**config.mk**
```make
export PLATFORM = sky130hd
export DESIGN_NAME = fetch_pc_ctrl
export DESIGN_NICKNAME = d
export VERILOG_FILES = /design/src/rtl/fetch_pkg.sv /design/src/rtl/fetch_btb.sv /design/src/rtl/fetch_pc_ctrl.sv
export SDC_FILE = /design/constraint.sdc
export NUM_CORES = 1
export LEC_CHECK = 0
export CORE_UTILIZATION = 32
export CTS_BUF_LIST = sky130_fd_sc_hd__clkbuf_4 sky130_fd_sc_hd__clkbuf_8 sky130_fd_sc_hd__clkbuf_16
export CTS_CLUSTER_DIAMETER = 150
export DETAILED_ROUTE_END_ITERATION = 12
export PLACE_DENSITY = 0.78
export SETUP_SLACK_MARGIN = 0.4
export SLEW_MARGIN = 20
export SYNTH_ARGS = -nofsm -noshare
export SYNTH_HDL_FRONTEND = slang
export SYNTH_SLANG_ARGS = --single-unit
```
**constraint.sdc**
```tcl
create_clock -name clk -period 1.91 [get_ports clk]
set_clock_uncertainty 0.1 [all_clocks]
set_input_delay 0.191 -clock clk [delete_from_list [all_inputs] [get_ports clk]]
set_output_delay 0.191 -clock clk [all_outputs]
set_load 0.02 [all_outputs]
```
**src/rtl/fetch_pkg.sv**
```systemverilog
// Shared types for the fetch PC controller: FSM state encoding, BTB entry layout, PC step.
package fetch_pkg;

    typedef enum logic [2:0] {
        BOOT  = 3'd0,
        RUN   = 3'd1,
        STALL = 3'd2,
        FLUSH = 3'd3,
        HALT  = 3'd4
    } fetch_state_e;

    // Tag is held right-aligned in a full word so the entry layout does not depend on depth.
    typedef struct packed {
        logic        valid;
        logic [31:0] tag;
        logic [31:0] target;
    } btb_entry_t;

    localparam logic [31:0] PC_INCR = 32'd4;

endpackage

```
**src/rtl/fetch_btb.sv**
```systemverilog
// Direct-mapped branch target buffer: combinational lookup, registered update (built only with FETCH_BTB_EN).
module fetch_btb
    import fetch_pkg::*;
#(
    parameter int unsigned ENTRIES = 16
) (
    input  logic        clk,
    input  logic        reset,
    input  logic [31:0] lookup_pc_i,
    output logic        hit_o,
    output logic [31:0] target_o,
    input  logic        upd_valid_i,
    input  logic [31:0] upd_pc_i,
    input  logic [31:0] upd_target_i
);

    localparam int unsigned IDX_W = $clog2(ENTRIES);

    btb_entry_t             mem_q [ENTRIES];
    btb_entry_t             rd_entry;
    logic       [IDX_W-1:0] rd_idx;
    logic       [IDX_W-1:0] wr_idx;
    logic                   unused_low;

    assign rd_idx     = lookup_pc_i[IDX_W+1:2];
    assign wr_idx     = upd_pc_i[IDX_W+1:2];
    assign unused_low = ^{lookup_pc_i[1:0], upd_pc_i[1:0], upd_target_i[1:0]};

    // Reads the registered array, so a same-cycle update to this index is not yet visible.
    assign rd_entry = mem_q[rd_idx];
    assign hit_o    = rd_entry.valid && (rd_entry.tag == (lookup_pc_i >> (IDX_W + 2)));
    assign target_o = rd_entry.target;

    always_ff @(posedge clk or posedge reset) begin
        if (reset) begin
            for (int i = 0; i < ENTRIES; i++) begin
                mem_q[i] <= '0;
            end
        end else if (upd_valid_i) begin
            mem_q[wr_idx] <= '{valid:  1'b1,
                               tag:    upd_pc_i >> (IDX_W + 2),
                               target: {upd_target_i[31:2], 2'b00}};
        end
    end

endmodule

```
**src/rtl/fetch_pc_ctrl.sv**
```systemverilog
// Fetch PC sequencer: advance on accept, hold under backpressure, redirect with one flush bubble.
// Define FETCH_BTB_EN to add a direct-mapped BTB that supplies next_pc on a hit.
module fetch_pc_ctrl
    import fetch_pkg::*;
#(
    parameter logic [31:0] RESET_PC    = 32'h0000_0000,
    parameter int unsigned BTB_ENTRIES = 16
) (
    input  logic        clk,
    input  logic        reset,
    input  logic        redirect_valid,
    input  logic [31:0] redirect_pc,
    input  logic        halt_req,
    input  logic        fetch_ready,
    input  logic        btb_upd_valid,
    input  logic [31:0] btb_upd_pc,
    input  logic [31:0] btb_upd_target,
    output logic [31:0] pc_out,
    output logic        pc_valid,
    output logic        flush_out,
    output logic [2:0]  state_out
);

    fetch_state_e state_q, state_d;
    logic [31:0]  pc_q, pc_d;
    logic [31:0]  seq_pc;
    logic [31:0]  next_pc;
    logic         accept;

    assign seq_pc = pc_q + PC_INCR;

`ifdef FETCH_BTB_EN
    logic        btb_hit;
    logic [31:0] btb_target;
    logic        unused_ign;

    fetch_btb #(
        .ENTRIES (BTB_ENTRIES)
    ) u_btb (
        .clk          (clk),
        .reset        (reset),
        .lookup_pc_i  (pc_q),
        .hit_o        (btb_hit),
        .target_o     (btb_target),
        .upd_valid_i  (btb_upd_valid),
        .upd_pc_i     (btb_upd_pc),
        .upd_target_i (btb_upd_target)
    );

    assign next_pc    = btb_hit ? btb_target : seq_pc;
    assign unused_ign = ^redirect_pc[1:0];
`else
    logic unused_ign;

    assign next_pc    = seq_pc;
    assign unused_ign = ^{btb_upd_valid, btb_upd_pc, btb_upd_target, redirect_pc[1:0],
                          (BTB_ENTRIES == 0)};
`endif

    assign pc_valid  = (state_q == RUN) || (state_q == STALL);
    assign accept    = pc_valid && fetch_ready;
    assign flush_out = redirect_valid;
    assign pc_out    = pc_q;
    assign state_out = state_q;

    // Priority: redirect, then halt (which still honours a same-cycle accept), then flow control.
    always_comb begin
        state_d = state_q;
        pc_d    = pc_q;
        if (redirect_valid) begin
            pc_d    = {redirect_pc[31:2], 2'b00};
            state_d = halt_req ? HALT : FLUSH;
        end else if (halt_req) begin
            if (accept) begin
                pc_d = next_pc;
            end
            state_d = HALT;
        end else begin
            unique case (state_q)
                BOOT, FLUSH, HALT: state_d = RUN;
                RUN, STALL: begin
                    if (fetch_ready) begin
                        pc_d    = next_pc;
                        state_d = RUN;
                    end else begin
                        state_d = STALL;
                    end
                end
                default: state_d = BOOT;
            endcase
        end
    end

    always_ff @(posedge clk or posedge reset) begin
        if (reset) begin
            state_q <= BOOT;
            pc_q    <= RESET_PC;
        end else begin
            state_q <= state_d;
            pc_q    <= pc_d;
        end
    end

endmodule

```
==> results.md, run 1 <==
- The area growth from synthesis to layout is 83.2%.
- The number of cells traversed by the worst register-to-register path is 5.
- The number of failing hold endpoints at the final stage came to 0.
- At the placement stage, the worst setup path has a slack of -0.426 ns.
- The analysis attributes to cell leakage a power of 1.51 nW.
- The routed design could run at a clock period as short as around 2.2 ns.
- The buffer depth of the longest clock path is 2.
- The number of vias after detailed routing is 2453.
- The largest net degree at the start of global routing is 34.
- The worst hold slack across all endpoints is 0.197 ns.
- The sequential cell area fraction in the yosys report is around 41%.
- The area after detailed placement is 3200 um^2.
- The first routing iteration left 188 violations.
- The library cell used as clock root buffer is sky130_fd_sc_hd__clkbuf_8.
- Setup repair after global routing could not meet its margin everywhere.
- The via count of the first global-routing pass is 2350.
- The critical path depth is 5.
- In this run the tool buffered the top-level ports with 69 buffer cells.
- The total global routing track utilization is about 22%.
- The endpoint of the lowest-slack register-to-register path is pc_out[21]$_DFFE_PP0P_.
- Total power for the finished layout comes to 2.11 mW.
- Timing would allow up to 0.462 GHz.
- The via density per instance is 5.50.
- Dividing total power by cell area gives a power density of 578 nW/um^2.
- The cell seen most often among critical-path stages is sky130_fd_sc_hd__or4_4.
- The summed area of non-filler cells in the final layout is 3650 um^2.
- The worst hold path belongs to the class in2async.
- The number of enable flip-flop cells after synthesis is 0.
- The critical path class is reg2reg.
- The maximum level of the CTS H-tree is 2.
- The number of flip-flops and latches in the synthesized netlist is 33.
- The top cell types in the final layout, fill and taps aside, are 61 x sky130_fd_sc_hd__buf_4, 34 x sky130_fd_sc_hd__clkdlybuf4s50_1, 30 x sky130_fd_sc_hd__dlygate4sd2_1, 24 x sky130_fd_sc_hd__nand2_1.
- The placeable core region is 5960 um^2.
- The post-detailed-placement half-perimeter wirelength is 4670 um.
- The die height is approximately 80 um.
- The repair_antennas step left the layout with diodes totalling 0.
- After the last flow step, the layout net total stands at 473.
- The total congestion overflow is 0.
- The clock insertion delay at the later pin of the skew report is about 0.3 ns.
- The launch instance of the worst register-to-register path is pc_out[15]$_DFFE_PP0P_.
- The register clock-pin slew on the reported worst setup and hold paths is 0.07 ns.
- The tool flagged a number of max-cap violations equal to 0.
- Hold repair after CTS inserted 0 buffers.
- The TritonCTS clock tree is built.
- The routed design has ~7300 um of wire.
- The family of cells with the greatest summed delay on the critical path is simple AND/OR/NAND/NOR gates.
- For this configuration, the core starts out at a cell density of between 30% and 40%.
- The number of clock buffers added by TritonCTS is 5.
- The checks that failed: negative setup slack.
- The number of detailed-route iterations in the first pass is 4.
- The async set or reset register ratio after synthesis is 100%.
- The average size of a mapped cell is 8.45 um^2.
- The cell area after synthesis is around 2000 um^2.
- Counting both buffers and inverters, the worst setup path holds a total of 1.
- At the pin with the least slew margin, the transition time is about 0.54 ns.
- The max-slew violation count is 0.
- The initial antenna violation count came to 0.
- The flow ran to the end, but the final reports show violations.
- The library cell used most frequently in the layout, excluding fill and tap cells, is sky130_fd_sc_hd__buf_4.
- In this run, distinct cell masters in the synthesized netlist total 39.
- The worst vdd rail ir drop is 0.443 mV.
- The startpoint class of the critical path is a flip-flop.
- The Yosys warning count is 0.
- Setup violations remaining at the end of the flow were counted as 19.
- 139 I/O pins were placed.
- The synthesized netlist cell count is 236.
- The floorplan step set the die width to 80.9 um.
- Data on the critical path is required at its endpoint by around 2.0 ns.
- The maximum fanout along the worst path is 5.
- The setup slack of the critical path after layout is -0.255 ns.
- Once detail routing completed, the nets flagged for antenna violations numbered 0.
- The worst max-slew margin expressed relative to the limit is roughly 64%.
- The critical path goes through nand4_1 > buf_6 > or4_4 > or4_4 > a31oi_4.
- The worst-path cell with the longest stage delay is sky130_fd_sc_hd__or4_4.
- The worst register-to-register path has a setup slack of -0.26 ns.
- The die footprint is 6550 um^2.
- STA classifies the critical path endpoint as a flip-flop.
- Fill cells in the final layout number between 500 and 600.
- Row generation in the floorplan step produced 28 rows.
- For this run, the leading register cell type out of synthesis is sky130_fd_sc_hd__dfrtp_1.
- STA puts the critical path data arrival time at 2.28 ns.
- The post-detailed-route DRC marker count is 0.
- The share of layout cells above drive strength 1 is 39.1%.
- The clock drives 33 sinks.
- The post-route fraction of the period consumed by the critical path is 113%.
- In the final routed layout, each cell accounts on average for 16.4 um.
- The first global-routing pass estimated between 10000 and 15000 um of wire.
- On the worst path, the slowest cell contributes a delay of about 0.52 ns.
- The congestion estimate from routability-driven global placement came to 0.846.
-- power by group --
| group | switching (mW) | total, mW | internal, mW |
|---|---|---|---|
| Sequential | 0.0570 | 0.826 | 0.769 |
| Clock | 0.265 | 0.549 | 0.284 |
| Combinational | 0.383 | 0.735 | 0.352 |
-- worst register-to-register path: cells and delay by family, from the launching register on --
kind / cells / cell delay (ns)
and+or+nand+nor: 3 / 1.23
AOI/OAI and AO/OA: 1 / 0.20
DFF: 1 / 0.36
buffers and inverters: 1 / 0.20
-- per-layer routing --
layer	up-vias	wire length (um)	share of wire, %	GRT usage, %
met5	-	0	0	0
met1	1184	2880	39	25.4
met4	0	223	3.0	10.2
met2	98	3810	52	38.9
li1	1150	-	-	-
met3	21	405	5.5	3.82
-- repair_timing --
action                                  CTS  global route
cloned                                    1             0
pin swaps                                30            12
endpoints found under the setup margin   63            33
gates resized for setup                  72            33
buffers inserted                          7             9
-- area by class of cell --
type | count | area (um^2) | share of cell area, %
clock buffer | 7 | 83.8 | 2.30
clock inverter | 1 | 5.00 | 0.137
inverter | 9 | 33.8 | 0.925
multi-input combinational | 177 | 1320 | 36.0
sequential | 33 | 851 | 23.3
tap | 75 | 93.8 | 2.57
timing repair buffer | 144 | 1270 | 34.7
-- synth_stat cells (all sizes together) (2+ instances only) --
cell	n	area, um^2
a21oi	3	15.0
a31o	2	17.5
a31oi	17	106
buf	5	31.3
clkbuf	13	50.0
dfrtp	33	826
inv	9	33.8
nand2	24	90.1
nand3	13	65.1
nand4	8	50.1
nand4b	3	26.3
nor2	22	82.6
nor3	3	15.0
nor3b	2	15.0
nor4	6	37.5
o211ai	3	22.5
o21ai	13	65.1
o31ai	9	67.6
o41ai	3	26.3
or3	7	43.8
or4	16	120
xnor2	8	70.1
-- kinds of logic (layout without fill, tap and decap cells) --
| group | after synthesis | in the layout | share of synthesized area (%) |
|---|---|---|---|
| and+or+nand+nor | 112 | 112 | 30.4 |
| AOI/OAI and AO/OA | 52 | 52 | 17.1 |
| DFF | 33 | 33 | 41.4 |
| buffers and inverters | 27 | 161 | 5.77 |
| xor gates and xnor gates | 9 | 9 | 3.96 |
| adders and majority gates | 1 | 1 | 0.628 |
| other | 1 | 2 | 0.188 |
| muxes | 1 | 1 | 0.502 |
-- worst max-delay path by stage --
stage / slack [ns] / endpoint / start
final: -0.26 / pc_out[21]$_DFFE_PP0P_ / pc_out[15]$_DFFE_PP0P_
after global routing: -0.27 / pc_out[21]$_DFFE_PP0P_ / pc_out[15]$_DFFE_PP0P_
after CTS: -0.17 / pc_out[15]$_DFFE_PP0P_ / state_out[0]$_DFF_PP0_
after detailed placement: -0.43 / pc_out[27]$_DFFE_PP0P_ / fetch_ready
after global placement: -0.36 / pc_out[27]$_DFFE_PP0P_ / fetch_ready
after floorplan: -0.20 / pc_out[19]$_DFFE_PP0P_ / state_out[2]$_DFF_PP0_
-- through the flow --
| step | TNS, ns | cells | util (%) |
|---|---|---|---|
| floorplan | -1.75 | 237 | - |
| global placement | -4.81 | 421 | 53.7 |
| global route | -3.40 | 446 | 61.3 |
| CTS | -2.04 | 437 | 58.3 |
| detailed placement | -5.32 | 421 | 53.7 |
| finish | -2.42 | 446 | 61.3 |
-- state kept, by name, summed over array words and instances, names as in the netlist --
register,cells
pc_out,30
state_out,3
Note: power is estimated with default switching activity, not from simulation.
==> run 2, diff against run 1 <==
--- a/config.mk
+++ b/config.mk
@@ -11,6 +11,7 @@
 export DETAILED_ROUTE_END_ITERATION = 12
 export PLACE_DENSITY = 0.78
 export SETUP_SLACK_MARGIN = 0.4
+export SKIP_LAST_GASP = 1
 export SLEW_MARGIN = 20
 export SYNTH_ARGS = -nofsm -noshare
 export SYNTH_HDL_FRONTEND = slang
==> run 2 against run 1 <==
Compared with the run above:
- the run still ends with negative setup slack left
- sequential power is essentially flat
- hold slack gained 0.0023 ns
- first-iteration DRC count shrank 3.2%
- wire length shrank 5.1%
- final cell count is the same
- clock power grew 0.7%
- via count is essentially flat
- critical path depth is the same
- total power shrank 0.58%
- count of clock-buffer cells in the layout is the same
- setup slack gained 0.046 ns
- sequential cell count is the same
- highest routed layer unchanged
==> results.md, run 2 (synthesized netlist as in run 1, its figures left out) <==
- The combinational share of power is between 30% and 40%.
- The family of cells with the greatest summed delay on the critical path is simple AND/OR/NAND/NOR gates.
- The top cell types in the final layout, fill and taps aside, are 69 x sky130_fd_sc_hd__buf_4, 34 x sky130_fd_sc_hd__clkdlybuf4s50_1, 32 x sky130_fd_sc_hd__dlygate4sd2_1, 24 x sky130_fd_sc_hd__nand2_1.
- In the routed layout, each cell is associated on average with a via count of 5.50.
- The checks that failed: negative setup slack.
- The worst setup path is captured at a flip-flop.
- The data required time at the worst endpoint is 2.03 ns.
- Clock tree synthesis selected as its root buffer the cell sky130_fd_sc_hd__clkbuf_8.
- The largest single stage delay on the critical path is 0.54 ns.
- The starting utilization of the core area is 33.5%.
- The final critical path takes up 111% of the cycle.
- The total number of nets in the final design is approximately 470.
- The number of I/O pins is 139.
- Relative to the synthesized area, the layout overhead comes to 79.6%.
- The core region is 5960 um^2.
- Leaving out fill and tap cells, the most frequent cell in the layout is sky130_fd_sc_hd__buf_4.
- The sum of met3 wire segment lengths after detailed routing is 435 um.
- The register share of total power is 39.3%.
- The slowest stage of the critical path is the sky130_fd_sc_hd__or4_1 cell.
- The clock share of power is around a quarter.
- The run finished, with violations left.
- The flip-flop count of the largest register, all copies and words added is 30.
- The clock buffer count from CTS is 5.
- Detailed routing inserted a total of 2451 vias.
- In this run the vertical extent of the chip is 80.9 um.
- The violation count after the first detailed-routing iteration is 182.
- The number of max-cap violations is 0.
- The buffer depth of the longest clock path is 2.
- CTS saw 33 sinks.
- 0 antenna diodes ended up in the layout.
- Across the VDD grid, the largest voltage drop is 0.447 mV.
- Summed over all nets, the half-perimeter wirelength after detailed placement is 4670 um.
- The count of endpoints failing setup in the final report is 20.
- Dividing the detail-routed wire length by the instance count gives 15.6 um.
- Cells with a size suffix above 1 make up 35.8% of the layout.
- After detailed routing, the number of remaining DRC violations is 0.
- The count of input and output buffers is just under 70.
- The critical path class is reg2reg.
- The area after detailed placement is 3200 um^2.
- The leakage power is between 1 and 1.5 nW.
- After clock tree synthesis, the clock-pin slew on the worst setup and hold paths is approximately 0.08 ns.
- The TritonCTS clock tree is built.
- Summed over all nets, wire length on met2 after detailed routing comes to 3530 um.
- The detailed router used layers up to and including met4.
- The summed area of non-filler cells in the final layout is between 3000 and 4000 um^2.
- The path class of the tightest hold or removal check is in2async.
- Counting tap cells, the placed design contains a total of about 420 instances.
- The setup slack of the critical path after layout is -0.209 ns.
- The smallest clock period supported by the final layout is computed as around 2.1 ns.
- The number of failing hold endpoints at the final stage is 0.
- The die covers 6550 um^2.
- In this run the power density over the cells is 586 nW/um^2.
- The clock insertion delay at the later pin of the skew report is about 0.30 ns.
- The buffering stage count on the worst path with inverters included is 1.
- In this run the core area contains 28 standard-cell rows.
- Measured along the x axis, the die boundary spans between 80 and 90 um.
- In this run, post-CTS hold repair placed 0 buffers.
- The core occupancy in the finished layout is 60.1%.
- The initial antenna violation count is 0.
- Setup repair after global routing could not meet its margin everywhere.
- The first global-routing pass estimated 10700 um of wire.
- Of the total power, the share spent switching nets is 33.2%.
- The upper clock frequency limit is 0.472 GHz.
- Before CTS, the worst setup slack after placement is -0.426 ns.
- The H-tree generated during clock tree synthesis spans 2 levels.
- The largest net degree at the start of global routing is 34.
- Along the worst path, the maximum fanout reaches 4.
- The via count of the first global-routing pass came to 2316.
- The count of nets left with antenna violations once routing finished came out at 0.
- After detailed routing, the total wire length is roughly 6900 um.
- The max-slew violation count is 0.
- The signal on the critical path passes through nand4_1 > buf_4 > or4_4 > or4_1 > a31oi_1.
- The internal cell power is 1.40 mW.
- The worst hold slack across all endpoints is 0.199 ns.
- The first TritonRoute pass finished after 4 iterations.
- The count of non-filler cells in the finished layout is 446.
- The arrival time at the worst endpoint is around 2.2 ns.
- After global routing the overflow that remains totals 0.
- The power dissipated by switching net loads is between 600 and 700 uW.
- STA classifies the critical path startpoint as a flip-flop.
- The routability congestion estimate is 0.846.
- In the final routing, the length of wire on met1 measures 2830 um.
- In the global route stage, overall resource usage came out at roughly 22%.
-- run 2: cell type report --
type / instances / area [um^2]
Clock inverter: 1 / 5.00
Sequential cell: 33 / 851
Timing Repair Buffer: 144 / 1250
Inverter: 9 / 33.8
Tap cell: 75 / 93.8
Fill cell: 521 / 2380
Multi-Input combinational cell: 177 / 1270
Clock buffer: 7 / 83.8
-- run 2: power groups by stage --
stage                     combinational, mW  clock [mW]  sequential, mW
after floorplan                       0.203           0           0.933
after global placement                0.681           0           0.831
after detailed placement              0.692           0           0.833
after CTS                             0.685       0.549           0.823
after global routing                  0.774       0.578           0.831
final                                 0.720       0.553           0.825
-- run 2: path summary, 6_finish.rpt --
kind | cells after the start | start | slack [ns] | endpoint
min in group clk | 1 | halt_req | 0.30 | state_out[2]$_DFF_PP0_
max in group asynchronous | 3 | reset | 1.16 | pc_out[6]$_DFFE_PP0P_
hold / removal | 3 | reset | 0.20 | pc_out[4]$_DFFE_PP0P_
setup reg to reg | 5 | pc_out[9]$_DFFE_PP0P_ | -0.21 | pc_out[22]$_DFFE_PP0P_
setup / recovery | 5 | pc_out[9]$_DFFE_PP0P_ | -0.21 | pc_out[22]$_DFFE_PP0P_
hold reg to reg | 3 | pc_out[18]$_DFFE_PP0P_ | 0.51 | pc_out[18]$_DFFE_PP0P_
-- run 2: timing repair --
| item | CTS | global route |
|---|---|---|
| resized for setup | 67 | 15 |
| pin swaps | 30 | 8 |
| cloned | 1 | 0 |
| buffers inserted | 7 | 9 |
| setup endpoints to repair | 63 | 33 |
-- run 2: worst register-to-register path, delay by kind of cell, from the launching register on --
kind	cells	cell delay, ns
AO/OA/AOI/OAI	1	0.18
AND/OR/NAND/NOR	3	1.21
flip-flops	1	0.37
buffers and inverters	1	0.19
-- run 2: through the flow --
stage / total power [mW] / setup TNS, ns
floorplan: 1.14 / -1.75
global placement: 1.51 / -4.81
detailed placement: 1.53 / -5.32
CTS: 2.06 / -2.09
global route: 2.18 / -3.73
finish: 2.10 / -2.45
-- run 2: per-layer routing --
layer  vias up  GRT usage (%)
met1      1181           25.6
li1       1148              -
met4         0           9.11
met5         -              0
met2       106           37.8
met3        16           3.93
==> run 3, diff against run 2 <==
--- a/config.mk
+++ b/config.mk
@@ -9,6 +9,7 @@
 export CTS_BUF_LIST = sky130_fd_sc_hd__clkbuf_4 sky130_fd_sc_hd__clkbuf_8 sky130_fd_sc_hd__clkbuf_16
 export CTS_CLUSTER_DIAMETER = 150
 export DETAILED_ROUTE_END_ITERATION = 12
+export GPL_TIMING_DRIVEN = 0
 export PLACE_DENSITY = 0.78
 export SETUP_SLACK_MARGIN = 0.4
 export SKIP_LAST_GASP = 1
==> run 3 against run 2 <==
Compared with the run above:
- the flow still finishes with violations (negative setup slack)
- global-route usage is 0.63 points higher
- sequential share of layout area is 0.40 points lower
- final cell count is 2.5% lower
- hold slack better by 0.041 ns
- cell area is 1.7% higher
- setup slack worse by 0.10 ns
- critical path type unchanged
- largest power group unchanged
- highest routed layer unchanged
==> results.md, run 3 (synthesized netlist as in run 1, its figures left out) <==
- For this configuration, the core starts out at a cell density of 33.5%.
- Dividing the detail-routed via count by the number of cells gives 5.58.
- For this design, the sink count on the clock tree is 33.
- Relative to the synthesized area, the layout overhead comes to 82.7%.
- The buffer depth of the longest clock path is 2.
- The core occupancy in the finished layout is 61.1%.
- The first routing iteration left about 120 violations.
- The critical path class is reg2reg.
- The clock buffer count from CTS is 5.
- In this run, flip-flops and latches consume 39.7% of the power.
- The number of I/O pins is approximately 140.
- The antenna violation net count after detailed routing is 0.
- Subtracting the final worst setup slack from the clock period gives 2.22 ns.
- The tightest min-delay check is of the in2reg type.
- The endpoint type of the worst setup path is a flip-flop.
- In this run the clock root is driven by a sky130_fd_sc_hd__clkbuf_8.
- Cell internal power was estimated by the tool at 1.45 mW.
- The measured slew at the worst slew-check pin is 0.735 ns.
- The TritonCTS clock tree is built.
- In the layout the commonest cells are 42 x sky130_fd_sc_hd__buf_4, 34 x sky130_fd_sc_hd__clkdlybuf4s50_1, 30 x sky130_fd_sc_hd__dlygate4sd2_1, 22 x sky130_fd_sc_hd__nand2_1.
- The tool flagged a number of max-cap violations equal to 0.
- The initial antenna violation count is 0.
- The first global-routing pass estimated 11100 um of wire.
- The register clock-pin slew on the reported worst setup and hold paths is 0.07 ns.
- The combinational share of power is 33.6%.
- The total global routing track utilization is 22.2%.
- The filler cells instantiated in the layout total 526.
- The wire length reported by the detailed router is 7480 um.
- The floorplan has 28 rows.
- The run finished, with violations left.
- The clock insertion delay at the later pin of the skew report is between 0.2 and 0.3 ns.
- The number of diodes added for antenna fixing is 0.
- The power dissipated by switching net loads is between 700 and 800 uW.
- The data required time at the worst endpoint is 2.02 ns.
- Net switching is about a third of the power.
- The final reports fail on negative setup slack.
- Of the cells placed in the final design, the portion with a size suffix greater than 1 is 35.6%.
- The post-detailed-route DRC marker count is 0.
- The flip-flop count of the largest register, all copies and words added is 30.
- The count of endpoints failing setup in the final report is 18.
- Entering global routing, the biggest net connects 34 pins.
- The width of the die is 80.9 um.
- The number of vias after detailed routing is roughly 2400.
- The number of detailed-route iterations in the first pass is 4.
- The die height is 80.9 um.
- The placeable core region is 5960 um^2.
- The power after layout is about 2.2 mW.
- The arrival time at the worst endpoint is 2.33 ns.
- Dividing the detail-routed wire length by the instance count gives 17.2 um.
- The die covers 6550 um^2.
- The analysis attributes to cell leakage a power of roughly 1.5 nW.
- In the finished design, the share of the clock period the worst path needs comes to 116%.
- The commonest non-fill, non-tap cell in the layout is sky130_fd_sc_hd__buf_4.
- The number of failing hold endpoints at the final stage came to 0.
- For this run, the post-layout net count is ~460.
- The max-slew violation count is 0.
- The summed area of non-filler cells in the final layout is about 3600 um^2.
- Along the worst path, the maximum fanout reaches 9.
- The via count of the first global-routing pass is 2365.
- The total congestion overflow is 0.
- The area after detailed placement is 2840 um^2.
- The count of input and output buffers is 68.
- The power density relative to cell area is about 600 nW/um^2.
- Of the total power, the clock network draws 26.7%.
- The reg-to-reg setup timing slack is -0.31 ns.
- The worst vdd rail ir drop is approximately 0.30 mV.
- Detailed placement ended at an HPWL of roughly 4400 um.
- Setup repair after global routing could not meet its margin everywhere.
- The startpoint class of the critical path is a flip-flop.
- The worst pin sits at a relative slew slack of 51.0%.
- The upper clock frequency limit is 0.450 GHz.
- The congestion estimate from routability-driven global placement came to 0.832.
- The setup slack of the critical path after layout is -0.311 ns.
- The maximum level of the CTS H-tree is 2.
==> run 3: changes by cell type in the layout (fill, tap and decap cells not counted), sizes merged <==
| cell | previous run | this run |
|---|---|---|
| buf | 76 | 57 |
| clkbuf | 7 | 18 |
| clkinv | 1 | 0 |
| dlygate4sd2 | 32 | 30 |
==> run 3: metrics by stage <==
stage / TNS, ns / std cells / worst slack, ns / hold slack (ns)
after global placement: -10.49 / 380 / -0.626 / 0.477
after detailed placement: -9.23 / 380 / -0.661 / 0.493
after CTS: -2.27 / 420 / -0.259 / 0.242
after floorplan: -1.75 / 237 / -0.202 / 0.122
after global routing: -4.52 / 435 / -0.397 / 0.266
final: -3.52 / 435 / -0.311 / 0.240
==> run 3: cell type report <==
class	count	area, um^2	share of cell area [%]
plain buffers	18	149	4.09
clock buffers	8	97.6	2.68
inverters	9	33.8	0.928
well taps	75	93.8	2.58
flip-flops and latches	33	851	23.4
multi-input cells	177	1390	38.0
repair buffers	115	1030	28.3
==> run 3: worst max-delay path: stages, from the launching register on <==
cell and delay (ns):
sky130_fd_sc_hd__dfrtp_2 0.37, sky130_fd_sc_hd__nand4_1 0.21, sky130_fd_sc_hd__or4_4 0.61, sky130_fd_sc_hd__buf_8 0.15, sky130_fd_sc_hd__or4_1 0.50, sky130_fd_sc_hd__a31oi_1 0.19
==> run 3: worst paths after layout <==
check	startpoint	end	cells past startpoint
max	pc_out[8]$_DFFE_PP0P_	pc_out[27]$_DFFE_PP0P_	5
min	redirect_valid	pc_out[10]$_DFFE_PP0P_	2
max reg2reg	pc_out[8]$_DFFE_PP0P_	pc_out[27]$_DFFE_PP0P_	5
min reg2reg	pc_out[30]$_DFFE_PP0P_	pc_out[30]$_DFFE_PP0P_	3
max in group asynchronous	reset	pc_out[18]$_DFFE_PP0P_	2
min in group asynchronous	reset	pc_out[11]$_DFFE_PP0P_	2
==> run 3: power groups by stage <==
stage	registers [mW]	clock network, mW	logic [mW]
after floorplan	0.933	0	0.203
after global placement	0.870	0	0.526
after detailed placement	0.876	0	0.537
after CTS	0.853	0.582	0.651
after global routing	0.867	0.618	0.781
final	0.860	0.579	0.728
==> run 3: repair_timing <==
item | 4_1_cts | 5_1_grt
gates cloned | 0 | 0
setup endpoints to repair | 63 | 35
pin swaps | 27 | 18
buffers inserted | 32 | 15
hold buffers | 0 | 0
resized for setup | 103 | 32
==> run 3: layer usage <==
metal | vias to the layer above | wire (um) | GRT usage, %
met5 | - | 0 | 0
met3 | 26 | 456 | 4.61
met2 | 109 | 3780 | 40.1
li1 | 1128 | - | -
met4 | 0 | 231 | 7.32
met1 | 1165 | 3010 | 25.8
